==> src/rtl/alu_op_sequencer.sv <==
// Initiator side of the ALU interface: accepts one decoded operation at a time,
// holds registered operands/control on the ALU, and returns the captured result.
module alu_op_sequencer #(
  parameter int WIDTH       = 32,
  parameter int EXEC_CYCLES = 1,
  parameter int CNT_W       = 16
) (
  input  logic             clk_i,
  input  logic             rst_i,
  input  logic             req_valid_i,
  output logic             req_ready_o,
  input  logic [1:0]       req_aluop_i,
  input  logic [5:0]       req_funct_i,
  input  logic [WIDTH-1:0] req_src1_i,
  input  logic [WIDTH-1:0] req_src2_i,
  output logic [WIDTH-1:0] alu_src1_o,
  output logic [WIDTH-1:0] alu_src2_o,
  output logic [3:0]       alu_ctrl_o,
  input  logic [WIDTH-1:0] alu_result_i,
  input  logic             alu_zero_i,
  output logic             rsp_valid_o,
  input  logic             rsp_ready_i,
  output logic [WIDTH-1:0] rsp_result_o,
  output logic             rsp_zero_o,
  output logic             rsp_illegal_o,
  output logic [CNT_W-1:0] op_count_o
);

  localparam int EW = (EXEC_CYCLES > 1) ? $clog2(EXEC_CYCLES) : 1;
  localparam logic [EW-1:0] CNT_LOAD = EW'(EXEC_CYCLES - 1);

  typedef enum logic [1:0] {IDLE, EXEC, RESP} state_t;

  state_t           r_state;
  state_t           w_next;
  logic             r_ready;
  logic [EW-1:0]    r_cnt;
  logic [WIDTH-1:0] r_src1;
  logic [WIDTH-1:0] r_src2;
  logic [3:0]       r_ctrl;
  logic [WIDTH-1:0] r_result;
  logic             r_zero;
  logic             r_illegal;
  logic [CNT_W-1:0] r_count;

  logic [3:0]       w_dec_ctrl;
  logic             w_dec_illegal;
  logic             w_accept;
  logic             w_cnt_done;
  logic             w_rsp_done;

  // Undecodable requests still drive the add code so the ALU sees a defined operation.
  always_comb begin
    w_dec_ctrl    = 4'b0010;
    w_dec_illegal = 1'b0;
    case (req_aluop_i)
      2'b00: w_dec_ctrl = 4'b0010;
      2'b01: w_dec_ctrl = 4'b0110;
      2'b10: begin
        case (req_funct_i)
          6'b100000: w_dec_ctrl = 4'b0010;
          6'b100010: w_dec_ctrl = 4'b0110;
          6'b100100: w_dec_ctrl = 4'b0000;
          6'b100101: w_dec_ctrl = 4'b0001;
          6'b101010: w_dec_ctrl = 4'b0111;
          default:   w_dec_illegal = 1'b1;
        endcase
      end
      default: w_dec_illegal = 1'b1;
    endcase
  end

  assign w_accept   = req_valid_i & r_ready;
  assign w_cnt_done = (r_cnt == '0);
  assign w_rsp_done = (r_state == RESP) & rsp_ready_i;

  always_comb begin
    w_next = r_state;
    case (r_state)
      IDLE:    if (w_accept) w_next = w_dec_illegal ? RESP : EXEC;
      EXEC:    if (w_cnt_done) w_next = RESP;
      RESP:    if (rsp_ready_i) w_next = IDLE;
      default: w_next = IDLE;
    endcase
  end

  // Ready is registered so it stays low for the first clock after reset release.
  always_ff @(posedge clk_i or negedge rst_i) begin
    if (!rst_i) begin
      r_state <= IDLE;
      r_ready <= 1'b0;
    end else begin
      r_state <= w_next;
      r_ready <= (w_next == IDLE);
    end
  end

  always_ff @(posedge clk_i or negedge rst_i) begin
    if (!rst_i) begin
      r_cnt     <= '0;
      r_src1    <= '0;
      r_src2    <= '0;
      r_ctrl    <= 4'b0000;
      r_result  <= '0;
      r_zero    <= 1'b0;
      r_illegal <= 1'b0;
      r_count   <= '0;
    end else begin
      if ((r_state == IDLE) && w_accept) begin
        r_src1 <= req_src1_i;
        r_src2 <= req_src2_i;
        r_ctrl <= w_dec_ctrl;
        r_cnt  <= CNT_LOAD;
        if (w_dec_illegal) begin
          r_result  <= '0;
          r_zero    <= 1'b1;
          r_illegal <= 1'b1;
        end
      end
      if (r_state == EXEC) begin
        if (w_cnt_done) begin
          r_result  <= alu_result_i;
          r_zero    <= alu_zero_i;
          r_illegal <= 1'b0;
        end else begin
          r_cnt <= r_cnt - EW'(1);
        end
      end
      if (w_rsp_done) r_count <= r_count + CNT_W'(1);
    end
  end

  assign req_ready_o   = r_ready;
  assign alu_src1_o    = r_src1;
  assign alu_src2_o    = r_src2;
  assign alu_ctrl_o    = r_ctrl;
  assign rsp_valid_o   = (r_state == RESP);
  assign rsp_result_o  = r_result;
  assign rsp_zero_o    = r_zero;
  assign rsp_illegal_o = r_illegal;
  assign op_count_o    = r_count;

endmodule

==> config.mk <==
export PLATFORM = sky130hd
export DESIGN_NAME = alu_op_sequencer
export DESIGN_NICKNAME = d
export VERILOG_FILES = /design/src/rtl/alu_op_sequencer.sv
export SDC_FILE = /design/constraint.sdc
export NUM_CORES = 1
export LEC_CHECK = 0
export ABC_AREA = 1
export CAP_MARGIN = 20
export CORE_ASPECT_RATIO = 0.6
export CORE_UTILIZATION = 33
export DETAILED_ROUTE_END_ITERATION = 6
export PLACE_DENSITY = 0.68
export SLEW_MARGIN = 20
export SYNTH_ARGS = -nofsm -noshare
export SYNTH_HDL_FRONTEND = slang
export SYNTH_SLANG_ARGS = --single-unit
==> constraint.sdc <==
create_clock -name clk_i -period 2.6 [get_ports clk_i]
set_clock_uncertainty 0.2 [all_clocks]
set_input_delay 0.52 -clock clk_i [delete_from_list [all_inputs] [get_ports clk_i]]
set_output_delay 0.52 -clock clk_i [all_outputs]
set_load 0.02 [all_outputs]
; Word-level counts from Yosys, hierarchy flattened
; Cells that the tools add are included.
[totals]
output_inout_bits = 120
in_bits = 109
wordCells = 53
regBits = 122
[op_classes]
mux = 24
n_bitwise = 2
addsub = 2
eq_ne = 9
reduce_logical = 6
[op_table]
columns = op, n
row1 = $mux W32, 4
row2 = $eq A6 B6 Y1 const B, 5
row3 = $add A16 B1 Y16 const B, 1
row4 = $mux W1, 12
row5 = $pmux W3 S4, 1
row6 = $mux W2, 4
row7 = $pmux W4 S2, 1
row8 = $logic_not A2 Y1, 3
row9 = $pmux W2 S3, 1
row10 = $reduce_or A5 Y1, 1
row11 = $eq A2 B1 Y1 const B, 2
row12 = $eq A2 B2 Y1 const B, 2
row13 = $and A1 B1 Y1, 2
row14 = $pmux W1 S2, 1
row15 = $reduce_or A2 Y1, 1
row16 = $logic_and A1 B1 Y1, 1
row17 = $sub A1 B1 Y1 const B, 1

; Longest topological paths before layout
; Gate-level depths: netlist (run 1).
[logic_depth]
word_depth = 8
depth_mapped = 10
ltp_nobuf = 9

; Worst setup path before layout (run 1)
; Ideal clock, no wire load.
[synth_timing]
path_type = input-to-reg
startpoint = in req_funct_i[0]
endpoint = reg r_illegal (netlist: rsp_illegal_o)
required_time_ns = 2.274
path_buffers = 1
arrival_time_ns = 1.418
path_stages = 8
setup_ns = 0.126
path_slack_ns = 0.857
cell_sequence = or2_2 > nor2_1 > nor2_1 > nand2_1 > nand2_1 > nand2_2 > buf_2 > a21oi_1
[synth_via]
elab_chain_len = 8
word_cells_on_any_way = 12
classes_between = eq/ne (5) / mux (6) / reduce/logical (1)
[synth_rtl]
columns = element, line
row1 = "start, declared", 13  ; input logic [5:0] req_funct_i,
row2 = $eq A6 B6 Y1, 60  ; case (req_funct_i)
row3 = $reduce_or A5 Y1 (no source line) (*), --
row4 = $mux W1 (*), 60
row5 = $pmux W1 S2 (*), 56  ; case (req_aluop_i)
row6 = $mux W1 (*), 114  ; if (w_dec_illegal) begin
row7 = $mux W1 (*), 109  ; if ((r_state == IDLE) && w_accept) begin
row8 = $mux W1, 121  ; if (w_cnt_done) begin
row9 = $mux W1 (*), 120  ; if (r_state == EXEC) begin
row10 = "end signal, assigned", 106  ; r_illegal <= 1'b0;
row11 = "end signal, assigned", 117  ; r_illegal <= 1'b1;
row12 = "end signal, assigned", 124  ; r_illegal <= 1'b0;
row13 = "end, declared", 43  ; logic r_illegal;
; Every way passes the cells marked *; elsewhere a longest branch is shown, timed or not.
; A chain may end at the register's enable or synchronous reset.

; Worst setup path after layout (run 1)
[layout_timing]
startpoint = reg r_state[0]
endpoint = out rsp_valid_o
[layout_via]
elab_chain_len = 1
[layout_rtl]
columns = element, line
row1 = "start, declared", 34  ; state_t r_state;
row2 = "start signal, assigned", 93  ; r_state <= w_next;
row3 = $eq A2 B2 Y1, 137  ; assign rsp_valid_o = (r_state == RESP);
row4 = "end, declared", 21  ; output logic rsp_valid_o,
; Every way passes these cells.

==> results of run 1 <==
Yosys cell counts:
| library cell | count |
|---|---|
| nor2_4 | 1 |
| nor3_4 | 1 |
| and2_1 | 1 |
| buf_4 | 1 |
| nand4_1 | 4 |
| nand3_2 | 1 |
| o21ai_0 | 3 |
| clkbuf_1 | 8 |
| xor2_1 | 7 |
| inv_1 | 59 |
| a21oi_1 | 2 |
| nor2_1 | 20 |
| dfrtp_1 | 121 |
| o31ai_1 | 1 |
| conb_1 | 1 |
| or2_2 | 2 |
| nand2_2 | 1 |
| buf_2 | 11 |
| ha_1 | 4 |
| nor3_1 | 5 |
| xnor2_1 | 5 |
| nand3_1 | 13 |
| nand2_1 | 354 |
| a41oi_1 | 1 |
| buf_1 | 4 |
| inv_2 | 2 |
area by class of cell:
type | instances | area [um^2]
inverters | 61 | 229
well taps | 198 | 248
flip-flops and latches | 121 | 3030
clock inverters | 11 | 121
multi-input cells | 427 | 1780
fillers | 1369 | 6570
repair buffers | 239 | 2400
clock buffers | 21 | 470
worst max-delay path: stages, from the launching register on:
cell,delay [ps]
dfrtp_1,420
inv_1,120
nand2_1,70
inv_1,50
clkdlybuf4s50_1,610
path summary, 6_finish.rpt:
kind                                      from                to  slack, ps  cells after the start
worst max-delay path                r_state[0]       rsp_valid_o        210                      4
worst min-delay path            alu_src1_o[18]    alu_src1_o[18]        270                      2
min in group asynchronous                rst_i    op_count_o[15]        410                      2
max in group asynchronous                rst_i    alu_src2_o[29]       1040                      3
worst min register to register  alu_src1_o[18]    alu_src1_o[18]        270                      2
worst max register to register      r_state[0]  rsp_result_o[13]        770                      7
flip-flops by register name, summed over array words and instances, names as in the netlist:
name and cells:
alu_src1_o 32, r_cnt 1, alu_ctrl_o 3, req_ready_o 1, op_count_o 16, rsp_zero_o 1
rsp_result_o 32, alu_src2_o 32, rsp_illegal_o 1, r_state 2
cells by family after synthesis:
group                    share of synthesized area [%]
AND/OR/NAND/NOR                                   30.7
flip-flops                                        58.8
buffers and inverters                             6.54
XOR/XNOR                                          2.04
AO/OA/AOI/OAI                                    0.802
adder cells (fa/ha/maj)                          0.973
other                                           0.0729
metal layers:
layer | GRT usage, % | up-vias | share of wire (%)
li1 | - | 2355 | -
met4 | 6.61 | 0 | 1.3
met1 | 23.2 | 2018 | 45
met2 | 27.7 | 172 | 42
met5 | 0 | - | 0
met3 | 8.46 | 16 | 11
through the flow:
stage / cell area, um^2 / utilization (%) / power (uW) / worst slack, ps
after floorplan: 5150 / - / 4910 / 857
after global placement: 7680 / 51.7 / 6880 / 318
after detailed placement: 7680 / 51.7 / 6910 / 257
after CTS: 8280 / 55.8 / 9320 / 169
after global routing: 8280 / 55.8 / 9790 / 120
final: 8280 / 55.8 / 9180 / 209
where the power goes:
group,switching (uW),internal (uW)
combinational,2110,1740
clock,851,1480
sequential,404,2580
total,3370,5810
layout by cell type, fill, tap and decap left out, types with 2 or more instances in the layout:
cell | netlist | layout
a21oi_1 | 2 | 2
buf_12 | 0 | 3
buf_4 | 1 | 9
bufinv_16 | 0 | 2
clkbuf_16 | 0 | 17
clkbuf_8 | 0 | 3
clkdlybuf4s50_1 | 0 | 226
clkinv_2 | 0 | 4
clkinv_4 | 0 | 3
clkinvlp_4 | 0 | 2
dfrtp_1 | 121 | 121
ha_1 | 4 | 4
inv_1 | 59 | 59
inv_2 | 2 | 2
nand2_1 | 354 | 354
nand3_1 | 13 | 13
nand4_1 | 4 | 4
nor2_1 | 20 | 20
nor3_1 | 5 | 5
o21ai_0 | 3 | 3
or2_2 | 2 | 2
xnor2_1 | 5 | 5
xor2_1 | 7 | 7
what timing repair did:
item	CTS	global route
setup endpoints to repair	0	0
endpoints found under the hold margin	32	0
hold buffers	1	0
==> impl_metrics.yaml, run 1 <==
outcome:
  status: "finished clean"
cts:
  cts_tree: "done"
  numCtsBuffers: 17
  cts_setup_buffers: 0
  clkLatencyLatePin_ps: 410
  cts_resized: 0
  cts-root-buf: "clkbuf_16"
  htree_levels: 4
  clk_path_buf_depth: 2
  path_clk_slew_ps: 60
  clock_sinks: 121
global_routing:
  grt_antenna_before_repair: 0
  grt_pass1_vias: 4552
  grt_pass1_wl_mm: 22.7
  grt-ovfl-total: 0
  grt_max_degree: 48
  track_usage_pct: 18.4
timing:
  drv_slew: 0
  rsz0062_at_grt: "false"
  finalSetupViolCount: 0
  hold_ws_ps: 269
  timing.final.hold_violations: 0
  fmaxAchievable_ghz: 0.418
  tns_ps: 0
  post-route-min-period_ps: 2390
  fin_crit_sh_pct: 92.0
synth:
  yosys_warnings: 0
  ys_seq_area_share_pct: 58.8
  synth_area_leaders: "dfrtp_1 59%, nand2_1 26%, inv_1 4.3%"
  synth_area_um2: 5150
  synthCells: 633
  synthesis.nets: 746
  synth.distinct_cells: 26
  synth-seq-cells: 121
  netlist.area_leader.share_pct: 58.8
  syn-mean-instance-area_um2: 8.13
  synth_area_leader_cell: "dfrtp_1"
cells_and_area:
  fin_nets: 980
  layout-drive-gt1-share_pct: 5.80
  stdcell_count: 1078
  antenna_cells: 0
  synthToLayoutAreaGrowth_pct: 60.9
drt:
  num_vias: 4561
  dr.pass1.iters: 4
  wl_per_cell_um: 13.3
  routed_via_density: 4.23
  ant_nets: 0
  drc: 0
  drtIter0Drc: 196
  routed_wl_mm: 14.3
setup_path:
  worst_setup_path_end_kind: "output port"
  worst-endpoint-required_ps: 1880
  crit_path_max_fanout: 3
  crit_type: "register to output port"
  start_kind: "register"
  crit_arrival_ps: 1670
place:
  gp_congestion: 0.861
  dpl.hpwl_mm: 10.2
  dp_cells: 1045
  portBuffers: 227
run:
  maxCapViolCount: 0
floorplan:
  initial_core_util_pct: 34.7
  die-area_um2: 16100
  design.core.area_um2: 14800
  row_count: 34
  io_pins: 229
  dieWidth_um: 163
  die_h_um: 98.7
power_and_ir_drop:
  power.leakage_uw: 0.00428
  p_per_area_nw_per_um2: 1110
  vdd_drop_max_v: 0.000555
worst_hold_path:
  hp-class: "register to register"
Power figures use the tool's default switching activity.
==> run 2: changes to the inputs <==
--- a/config.mk
+++ b/config.mk
@@ -8,9 +8,9 @@
 export ABC_AREA = 1
 export CAP_MARGIN = 20
 export CORE_ASPECT_RATIO = 0.6
-export CORE_UTILIZATION = 33
+export CORE_UTILIZATION = 40
 export DETAILED_ROUTE_END_ITERATION = 6
-export PLACE_DENSITY = 0.68
+export PLACE_DENSITY = 0.79
 export SLEW_MARGIN = 20
 export SYNTH_ARGS = -nofsm -noshare
 export SYNTH_HDL_FRONTEND = slang
==> run 2 against run 1 <==
  * Critical path type unchanged
  * Clock-buffer cell count down 3
  * Highest routed layer unchanged
  * Largest power group unchanged
  * Sequential cell count stayed put
  * Routed wire length fell by 3.9%
  * Final cell count fell by 3.5%
  * Sequential share of layout area is 0.27 points higher
  * Critical endpoint unchanged
  * Largest cell class unchanged
  * Global-route usage increased by 3.4 points
==> impl_metrics.yaml, run 2 (synthesized netlist as in run 1, its figures left out) <==
timing:
  finalSetupViolCount: 0
  setup_slack_ps: 202
  worst_pin_slew_ps: 649
  rsz0062_at_grt: "false"
  fmaxAchievable_ghz: 0.417
  relSlewSlack_pct: 56.7
  post-route-min-period_ps: 2400
  timing.final.hold_violations: 0
  tns_ps: 0
  drv_slew: 0
  hold_ws_ps: 1.11
  fin_crit_sh_pct: 92.2
cts:
  numCtsBuffers: 17
  clk_path_buf_depth: 2
  clock_sinks: 121
  cts_resized: 0
  hold_buffers: 0
  clkLatencyLatePin_ps: 400
  path_clk_slew_ps: 60
  cts_tree: "done"
  htree_levels: 4
  cts-root-buf: "clkbuf_16"
  cts_setup_buffers: 0
floorplan:
  die-area_um2: 13300
  row_count: 31
  design.core.area_um2: 12300
  die_h_um: 89.9
  io_pins: 229
  dieWidth_um: 148
  initial_core_util_pct: 41.9
setup_path:
  worst-endpoint-required_ps: 1880
  start_kind: "register"
  r2r-start: "r_state[0]"
  ff2ff_setup_slack_ps: 780
  worst_setup_path_end_kind: "output port"
  reg2reg_to: "rsp_result_o[30]"
  crit_path_max_fanout: 3
  reg2reg_depth: 7
  crit_type: "register to output port"
  crit_arrival_ps: 1680
place:
  gp_congestion: 0.844
  dpl_worst_slack_ps: 209
  portBuffers: 227
  dpl.hpwl_mm: 9.58
cells_and_area:
  antenna_cells: 0
  layout_common_cells: "354 x nand2_1, 226 x clkdlybuf4s50_1, 121 x dfrtp_1, 59 x inv_1, 20 x nor2_1"
  synthToLayoutAreaGrowth_pct: 59.7
  layout.cells.most_common: "nand2_1"
  fillers: 1019
  fin_nets: 975
  layout-drive-gt1-share_pct: 5.49
power_and_ir_drop:
  p_per_area_nw_per_um2: 1120
  vdd_drop_max_v: 0.000638
  power.leakage_uw: 0.00425
global_routing:
  grt_max_degree: 122
  track_usage_pct: 21.8
  grt_antenna_before_repair: 1
  grt-ovfl-total: 0
  grt_pass1_wl_mm: 22.7
  grt_pass1_vias: 4606
drt:
  drc: 0
  ant_nets: 0
  dr.pass1.iters: 4
  num_vias: 4635
  drtIter0Drc: 175
  routed_wl_mm: 13.7
  routed_via_density: 4.46
  wl_per_cell_um: 13.2
worst_hold_path:
  hp-class: "primary input to asynchronous set/reset pin"
run:
  maxCapViolCount: 0
outcome:
  status: "finished clean"
[run 2: cell types whose count changed in the layout (fill, tap and decap cells not counted), sizes merged]
cell,change
clkinv,-1
inv,+1
buf,-4
bufinv,+1
clkbuf,-3
dlygate4sd3,-1
clkinvlp,+2
[run 2: worst max-delay path by stage]
stage | start | endpoint | slack, ps | depth (start not counted)
floorplan | req_funct_i[0] | rsp_illegal_o | 860 | 8
global placement | req_aluop_i[0] | rsp_illegal_o | 240 | 10
detailed placement | req_aluop_i[0] | rsp_illegal_o | 210 | 10
CTS | r_state[0] | rsp_valid_o | 180 | 4
global route | r_state[0] | rsp_valid_o | 130 | 4
finish | r_state[0] | rsp_valid_o | 200 | 4
[run 2: layout make-up]
type                            count  area [um^2]  area share (%)
Inverter                           61          229            2.79
Sequential cell                   121         3030            36.8
Tap cell                          165          206            2.51
Clock buffer                       18          439            5.34
Clock inverter                     14          174            2.12
Timing Repair Buffer              234         2360            28.7
Multi-Input combinational cell    427         1780            21.7
[run 2: power by group]
part           leakage [uW]  switching, uW  internal [uW]  total (uW)
Clock              0.000288            854           1540        2390
Combinational       0.00244           2100           1730        3830
Sequential          0.00152            424           2580        3010
Total               0.00425           3380           5850        9230
[run 2: routing by layer]
metal	vias to the layer above	track usage [%]	wire length, um
li1	2340	-	-
met1	2133	26.6	5920
met2	157	36.0	6410
met3	5	8.78	1340
met4	0	4.98	62
met5	-	0	0
[run 2: critical path, cell delays in order, from the launching register on]
cell             delay, ps
dfrtp_1                420
inv_1                  130
nand2_1                 80
inv_1                   50
clkdlybuf4s50_1        610
[run 2: per-stage QoR]
stage	instance area [um^2]	total power (uW)	std cells	util, %
final	8220	9230	1040	66.8
after detailed placement	7600	6880	1008	61.9
after CTS	8220	9340	1040	66.8
after global placement	7600	6820	1008	61.9
after global routing	8220	9810	1040	66.8
after floorplan	5150	4910	633	-
